$ cat src/rtl/traffic_phase_ctrl.sv
// Two-way traffic-light sequencer: 1 s prescaler, six-phase FSM with per-phase
// countdown, manual adjust, pause and pedestrian shortening of green phases.
module traffic_phase_ctrl #(
    parameter int TICK_DIV = 16000000,
    parameter int G_PERIOD = 20,
    parameter int Y_PERIOD = 3,
    parameter int R_PERIOD = 1,
    parameter int PED_MIN  = 5
) (
    input  logic       clk_i,
    input  logic       rst_i,
    input  logic       pause_i,
    input  logic       btn_up_i,
    input  logic       btn_dn_i,
    input  logic       ped_req_i,
    output logic [2:0] ns_lamp_o,
    output logic [2:0] ew_lamp_o,
    output logic [2:0] phase_o,
    output logic [6:0] remain_o,
    output logic [3:0] bcd_tens_o,
    output logic [3:0] bcd_ones_o,
    output logic       tick_o,
    output logic       ped_ack_o
);

    localparam int PW = $clog2(TICK_DIV);

    typedef enum logic [2:0] {
        NS_G = 3'd0,
        NS_Y = 3'd1,
        RED1 = 3'd2,
        EW_G = 3'd3,
        EW_Y = 3'd4,
        RED2 = 3'd5
    } phase_e;

    localparam logic [2:0] LAMP_G = 3'b001;
    localparam logic [2:0] LAMP_Y = 3'b010;
    localparam logic [2:0] LAMP_R = 3'b100;

    phase_e          phase_q, phase_d, nxt_phase;
    logic [6:0]      remain_q, remain_d, nxt_len;
    logic [PW-1:0]   presc_q, presc_d;
    logic            tick_q, tick_d;
    logic            pend_q, pend_d;
    logic            ack_q, ack_d;
    logic            serve;
    logic [3:0]      tens;

    always_ff @(posedge clk_i) begin
        if (rst_i) begin
            phase_q  <= NS_G;
            remain_q <= 7'(G_PERIOD);
            presc_q  <= '0;
            tick_q   <= 1'b0;
            pend_q   <= 1'b0;
            ack_q    <= 1'b0;
        end else begin
            phase_q  <= phase_d;
            remain_q <= remain_d;
            presc_q  <= presc_d;
            tick_q   <= tick_d;
            pend_q   <= pend_d;
            ack_q    <= ack_d;
        end
    end

    always_comb begin
        nxt_phase = NS_G;
        nxt_len   = 7'(G_PERIOD);
        case (phase_q)
            NS_G:    begin nxt_phase = NS_Y; nxt_len = 7'(Y_PERIOD); end
            NS_Y:    begin nxt_phase = RED1; nxt_len = 7'(R_PERIOD); end
            RED1:    begin nxt_phase = EW_G; nxt_len = 7'(G_PERIOD); end
            EW_G:    begin nxt_phase = EW_Y; nxt_len = 7'(Y_PERIOD); end
            EW_Y:    begin nxt_phase = RED2; nxt_len = 7'(R_PERIOD); end
            default: begin nxt_phase = NS_G; nxt_len = 7'(G_PERIOD); end
        endcase
    end

    // Priority on remain: illegal-state recovery, tick, manual adjust, ped serve.
    always_comb begin
        phase_d  = phase_q;
        remain_d = remain_q;
        presc_d  = presc_q;
        tick_d   = 1'b0;
        pend_d   = pend_q;

        if (!pause_i) begin
            if (presc_q == PW'(TICK_DIV - 1)) begin
                presc_d = '0;
                tick_d  = 1'b1;
            end else begin
                presc_d = presc_q + PW'(1);
            end
        end

        serve = pend_q && (phase_q == NS_G || phase_q == EW_G) &&
                (remain_q > 7'(PED_MIN)) && !tick_q && !btn_up_i && !btn_dn_i;

        if (phase_q > RED2) begin
            phase_d  = NS_G;
            remain_d = 7'(G_PERIOD);
        end else if (tick_q) begin
            if (remain_q > 7'd1) begin
                remain_d = remain_q - 7'd1;
            end else begin
                phase_d  = nxt_phase;
                remain_d = nxt_len;
            end
        end else if (btn_up_i && !btn_dn_i) begin
            if (remain_q < 7'd99) remain_d = remain_q + 7'd1;
        end else if (btn_dn_i && !btn_up_i) begin
            if (remain_q > 7'd1) remain_d = remain_q - 7'd1;
        end else if (serve) begin
            remain_d = 7'(PED_MIN);
        end

        // A request landing on a serve cycle is absorbed by it.
        if (serve)          pend_d = 1'b0;
        else if (ped_req_i) pend_d = 1'b1;
        ack_d = serve;
    end

    always_comb begin
        ns_lamp_o = LAMP_R;
        ew_lamp_o = LAMP_R;
        case (phase_q)
            NS_G:    ns_lamp_o = LAMP_G;
            NS_Y:    ns_lamp_o = LAMP_Y;
            EW_G:    ew_lamp_o = LAMP_G;
            EW_Y:    ew_lamp_o = LAMP_Y;
            default: ;
        endcase
    end

    always_comb begin
        tens = 4'd0;
        for (int t = 1; t <= 9; t++) begin
            if (remain_q >= 7'(10 * t)) tens = 4'(t);
        end
        bcd_tens_o = tens;
        bcd_ones_o = 4'(remain_q - 7'(tens) * 7'd10);
    end

    assign phase_o   = phase_q;
    assign remain_o  = remain_q;
    assign tick_o    = tick_q;
    assign ped_ack_o = ack_q;

endmodule

$ cat config.mk
export PLATFORM = sky130hd
export DESIGN_NAME = traffic_phase_ctrl
export DESIGN_NICKNAME = d
export VERILOG_FILES = /design/src/rtl/traffic_phase_ctrl.sv
export SDC_FILE = /design/constraint.sdc
export NUM_CORES = 1
export LEC_CHECK = 0
export BUFFER_PORTS_ARGS = -buffer_cell sky130_fd_sc_hd__clkbuf_2
export CAP_MARGIN = 20
export CORE_ASPECT_RATIO = 0.9
export CORE_MARGIN = 8
export CORE_UTILIZATION = 34
export DETAILED_ROUTE_END_ITERATION = 10
export PLACE_DENSITY_LB_ADDON = 0.05
export RECOVER_POWER = 100
export SLEW_MARGIN = 20
export SYNTH_ARGS = -nofsm -noshare
export SYNTH_HDL_FRONTEND = slang
export SYNTH_SLANG_ARGS = --single-unit
export TNS_END_PERCENT = 5
$ cat constraint.sdc
create_clock -name clk_i -period 7 [get_ports clk_i]
set_input_delay 1.4 -clock clk_i [delete_from_list [all_inputs] [get_ports clk_i]]
set_output_delay 1.4 -clock clk_i [all_outputs]
set_load 0.02 [all_outputs]
==> Yosys cells after proc, flatten, opt, wreduce, memory -nomap -nowiden <==
Index checks and enable logic that the tools add are counted.
W data, S select, Z words.
{ "word_totals": {"regBits": 37, "in_bits": 6, "elab_cells": 74} }
{ "op_classes": {"add_sub_neg": 4, "n_mul": 1, "magnitude_cmp": 13, "eq_ne": 7, "muxes": 22, "n_bitwise": 1, "reduce_logical": 20} }
{ "ops": {"columns": ["operator", "n"], "rows": [
  ["$mux W7", 7],
  ["$mux W4", 8],
  ["$add A24 B1 Y24 const B", 1],
  ["$eq A24 B24 Y1 const B", 1],
  ["$mux W24", 1],
  ["$ge A7 B6 Y1 const B", 3],
  ["$ge A7 B7 Y1 const B", 3],
  ["$pmux W3 S5", 1],
  ["$ge A7 B5 Y1 const B", 2],
  ["$pmux W3 S2", 2],
  ["$pmux W5 S2", 1],
  ["$reduce_or A2 Y1", 5],
  ["$add A7 B1 Y7 const B", 1],
  ["$ge A7 B4 Y1 const B", 1],
  ["$gt A7 B1 Y1 const B", 1],
  ["$gt A7 B3 Y1 const B", 1],
  ["$logic_and A1 B1 Y1", 7],
  ["$lt A7 B7 Y1 const B", 1],
  ["$sub A7 B1 Y7 const B", 1],
  ["$eq A3 B2 Y1 const B", 2],
  ["$mul A4 B3 Y3 const B", 1],
  ["$ne A4 B4 Y1 const B", 1],
  ["$reduce_bool A4 Y1", 1],
  ["$sub A4 B4 Y4", 1],
  ["other kinds (11)", 14]
]} }

==> Depth between registers and ports, before layout <==
{ "logic_depth": {"word_depth": 12, "ltp_mapped": 11, "ltp_nobuf": 10} }

==> Worst setup path before layout <==
No wires, ideal clock.
{ "synth_path": {"path_kind": "register to output", "startpoint": "register remain_q[0] (netlist: remain_o[0])", "endpoint": "output bcd_ones_o[3]", "t_arrival_ps": 2807, "path_slack_ps": 2793, "path_stages_with_launch": 11, "path_buffers": 0, "cell_sequence": "dfxtp_1 inv_1 ha_1 nor3_1 o21ai_0 a221oi_1 o22ai_1 ha_1 fa_1 xor2_1 xnor2_1"} }
{ "synth_between": {"elab_chain_cells": 12, "word_cells_on_any_way": 20, "classes_between": "add/sub (1); mul (1); order compare (9); mux (9)"} }
{ "synth_lines": {"columns": ["element", "line_no", "text"], "rows": [
  ["start: declaration", "42", "logic [6:0] remain_q, remain_d, nxt_len;"],
  ["start signal: assignment", "53", "remain_q <= 7'(G_PERIOD);"],
  ["start signal: assignment", "60", "remain_q <= remain_d;"],
  ["$ge A7 B4 Y1", "140", "if (remain_q >= 7'(10 * t)) tens = 4'(t);"],
  ["$mux W1", "140", null],
  ["$mux W4 (7 in a row)", "140", null],
  ["$mux W4 (*)", "140", null],
  ["net bcd_tens_o[0]", "20", "output logic [3:0] bcd_tens_o,"],
  ["$mul A4 B3 Y3 (*)", "143", "bcd_ones_o = 4'(remain_q - 7'(tens) * 7'd10);"],
  ["$sub A4 B4 Y4 (*)", "143", null],
  ["end: declaration", "21", "output logic [3:0] bcd_ones_o,"]
]} }
The timed path passes the listed nets; every way through them passes the cells marked *.

==> Final worst setup path <==
{ "layout_path": {"startpoint": "register remain_q[0] (netlist: remain_o[0])", "endpoint": "output bcd_ones_o[3]"} }
{ "layout_between": {"elab_chain_cells": 12, "word_cells_on_any_way": 20, "classes_between": "add/sub (1); mul (1); order compare (9); mux (9)"} }
{ "layout_lines": {"columns": ["element", "line_no"], "rows": [
  ["$ge A7 B4 Y1", "140"],
  ["$mux W1", "140"],
  ["$mux W4 (8 in a row)", "140"],
  ["$mul A4 B3 Y3", "143"],
  ["$sub A4 B4 Y4 (*)", "143"]
]} }
Every way passes the cells marked *; elsewhere a longest branch is shown, timed or not.

==> metrics <==
postcts setup bufs=0; P_sw=~140 uW; combinational power share=16.6%; DP HPWL=around 3.9 mm; cell area after synthesis=2300 um^2; die width=between 100 and 150 um; Max rail drop VDD=0.0962 mV; vias in the first global route=around 1900; final max-slew violation count=0; Leak Pwr=around 0.97 nW; largest net degree at the start of global routing=24; Crit Path Max Fanout=9; CP top delay family=adder cells; status=completed; Ys Warns=0; cts bufs inserted=5; vias post-DR=just under 2000; setup TNS=0 ns; Synth area leaders=dfxtp_1 (32%), nor2_1 (7.5%), xor2_1 (6.8%), xnor2_1 (4.9%), ha_1 (4.9%); routed length per instance=approximately 13 um; die height=roughly 94 um; Min-Delay Path Class=reg2reg; CP endpoint=bcd_ones_o[3]; Worst Reg-to-Reg Cells=8; post-synthesis adder-cell area fraction=approximately 5.8%; Clock transition at path regs=0.08 ns; compound-cell area share of the yosys netlist=~14%; CP most frequent cell=ha_1; fin util=about two fifths; Starting Density=a little over a third; TritonCTS clock tree=yes; xor and xnor area share after synthesis=between 10% and 20%; cell row count=28; slowest cell on the critical path=dfxtp_1; fin area=between 2000 and 3000 um^2; max frequency=about 0.23 GHz; MaxCap Viol Count=0; via/cell ratio=about 5; first-pass GRT wire length=between 8 and 9 mm; Clock power frac=a little under two fifths; total wire length=between 5 and 6 mm; Total GRT Usage=a little under an eighth; n_diodes=0; Startpoint Class=register; P&R area growth vs syn=10.9%; clk sinks=37; RSZ-0062 raised after global routing=false; Buf+Inv Stages, Crit Path=2; io pins=32; ys async rst share=0%; Overflow after GRT=0; Fin Clk Skew=around 0.0084 ns; Slew HR=28.1%; Avg Inst Size Synth=around 8 um^2; WP depth=11; Cells after Synth=288; # hold bufs at CTS=0; drt first pass iters=4; Longest Clk Path Bufs=2; placed inst area=around 2500 um^2; register area share after synthesis=approximately a third; r2r setup slk=between 4 and 5 ns; final hold viol count=0; Sequential Power Share=between 40% and 50%; Pwr Total=493 uW; Tcrit/Tclk final=63.4%; largest family of logic cells by synthesized area=simple AND/OR/NAND/NOR gates; Critical Path End Type=primary output; critical path data arrival time=between 3 and 4 ns; Synth Net Count=slightly above 300; library cells used by synthesis=50; die area=9670 um^2; Initial DRC Count=just under 90; Main synth FF type=dfxtp_1; IO Port Bufs=31; origin of the critical flop-to-flop path=remain_o[1]; Seq cells post-synth=37; pwr dens=between 150 and 200 nW/um^2; Sw Share=around 29%; hold_ws=0.524 ns; CP required=between 5 and 6 ns; initial antenna violation count=0; post-CTS resize count=0; endpoint of the worst register-to-register path=remain_o[5]; internal power=approximately 350 uW; ANT nets after route=0; Synth top cells by count=nor2_1 (46), dfxtp_1 (37), xor2_1 (18); drc violations=0; Root Driver=clkbuf_8; cell taking the most area after synthesis=dfxtp_1; Core Region=around 6600 um^2; H-tree levels=2; fraction of synthesized area in multiplexers=under 10%; CP Class=reg2out; GP Congestion=~0.78; CP cell instances=inv_1 -> ha_1 -> nor3_1 -> o21ai_0 -> a221oi_1 -> o22ai_1 -> ha_1 -> fa_1 -> xor2_1 -> xnor2_1 -> clkbuf_1; layout cells sized above 1=under 10%; clock insertion delay at the later pin of the skew report=approximately 0.29 ns; filler instances=731; Post-synth EDFFs=0; Worst path max stage delay=0.48 ns; Critical Path Source=remain_o[0]; setup violators final=0; fin crit period=4.43 ns; top-area cell type share of the netlist area=around a third; worst-margin pin slew=around 1.1 ns; Layout Nets=325; top-count cell post-synth=nor2_1; Synth Area in Simple Gates=between 20% and 30%
[worst reg2reg max path: stages (launching register included)]
cell and delay [ns]:
dfxtp_1 0.59, inv_1 0.25, ha_1 0.25, o21bai_1 0.18, o211a_1 0.29, o21ai_1 0.16, a31oi_1 0.37, or4b_1 0.62
a21oi_1 0.14
[metrics by stage]
step,std cells,setup slack [ns]
after detailed placement,392,2.94
final,400,2.57
after global placement,392,2.99
after global routing,400,2.17
after floorplan,288,2.79
after CTS,400,2.61
[state kept, by name, summed over array words and instances, names as in the netlist]
signal	flops
presc_q	24
phase_o	3
tick_o	1
pend_q	1
remain_o	7
ped_ack_o	1
[power by group through the flow]
stage | combinational (mW) | clock, mW | sequential [mW]
5_1_grt | 0.0930 | 0.203 | 0.225
2_1_floorplan | 0.0650 | 0 | 0.226
3_3_place_gp | 0.0857 | 0 | 0.228
4_1_cts | 0.0858 | 0.195 | 0.224
6_report | 0.0817 | 0.187 | 0.224
3_5_place_dp | 0.0854 | 0 | 0.229
[cells by family after synthesis]
kind of cell,Yosys count
simple gates,125
compound gates,48
flops,37
xor+xnor,31
buf+inv,31
fa+ha+maj,10
mux,6
[cell type report]
cell class	instances	area (um^2)	area share [%]
multi-input cells	220	1420	55.4
flip-flops and latches	37	741	29.0
repair buffers	31	121	4.75
well taps	90	113	4.41
clock buffers	6	72.6	2.84
inverters	14	52.6	2.06
clock inverters	2	38.8	1.52
[how the worst min path moves through the flow]
stage | from | end | slack (ns) | cells after the start
after floorplan | presc_q[22] | presc_q[22] | 0.48 | 2
after global placement | presc_q[19] | presc_q[19] | 0.50 | 2
after detailed placement | presc_q[23] | presc_q[23] | 0.51 | 2
after CTS | presc_q[19] | presc_q[19] | 0.53 | 2
after global routing | presc_q[22] | presc_q[22] | 0.55 | 2
final | presc_q[22] | presc_q[22] | 0.52 | 2
[routing by layer]
layer  vias up  routed length [um]  GRT usage, %
met5         -                   0             0
li1       1039                   -             -
met1       909                2670          13.8
met2        23                2420          19.5
met4         0                  32          3.49
met3         2                 195          2.67
[placed cells by master (no fill, tap or decap), types with 3 or more instances in the layout]
cell      count
a31oi_1       3
nor2b_1       3
nor4_1        3
clkbuf_1     28
nand3_1      16
xor2_1       18
a21oi_1      12
nand4_1       8
inv_1        14
nor2_1       46
dfxtp_1      37
xnor2_1      13
ha_1          9
nor3_1        7
o21ai_0      11
nand2_1      16
and3b_1       3
mux2i_1       5
a211oi_1      3
clkbuf_8      5
o21bai_1      3
clkbuf_2      4
and3_1        8
Note: power is estimated with default switching activity, not from simulation.
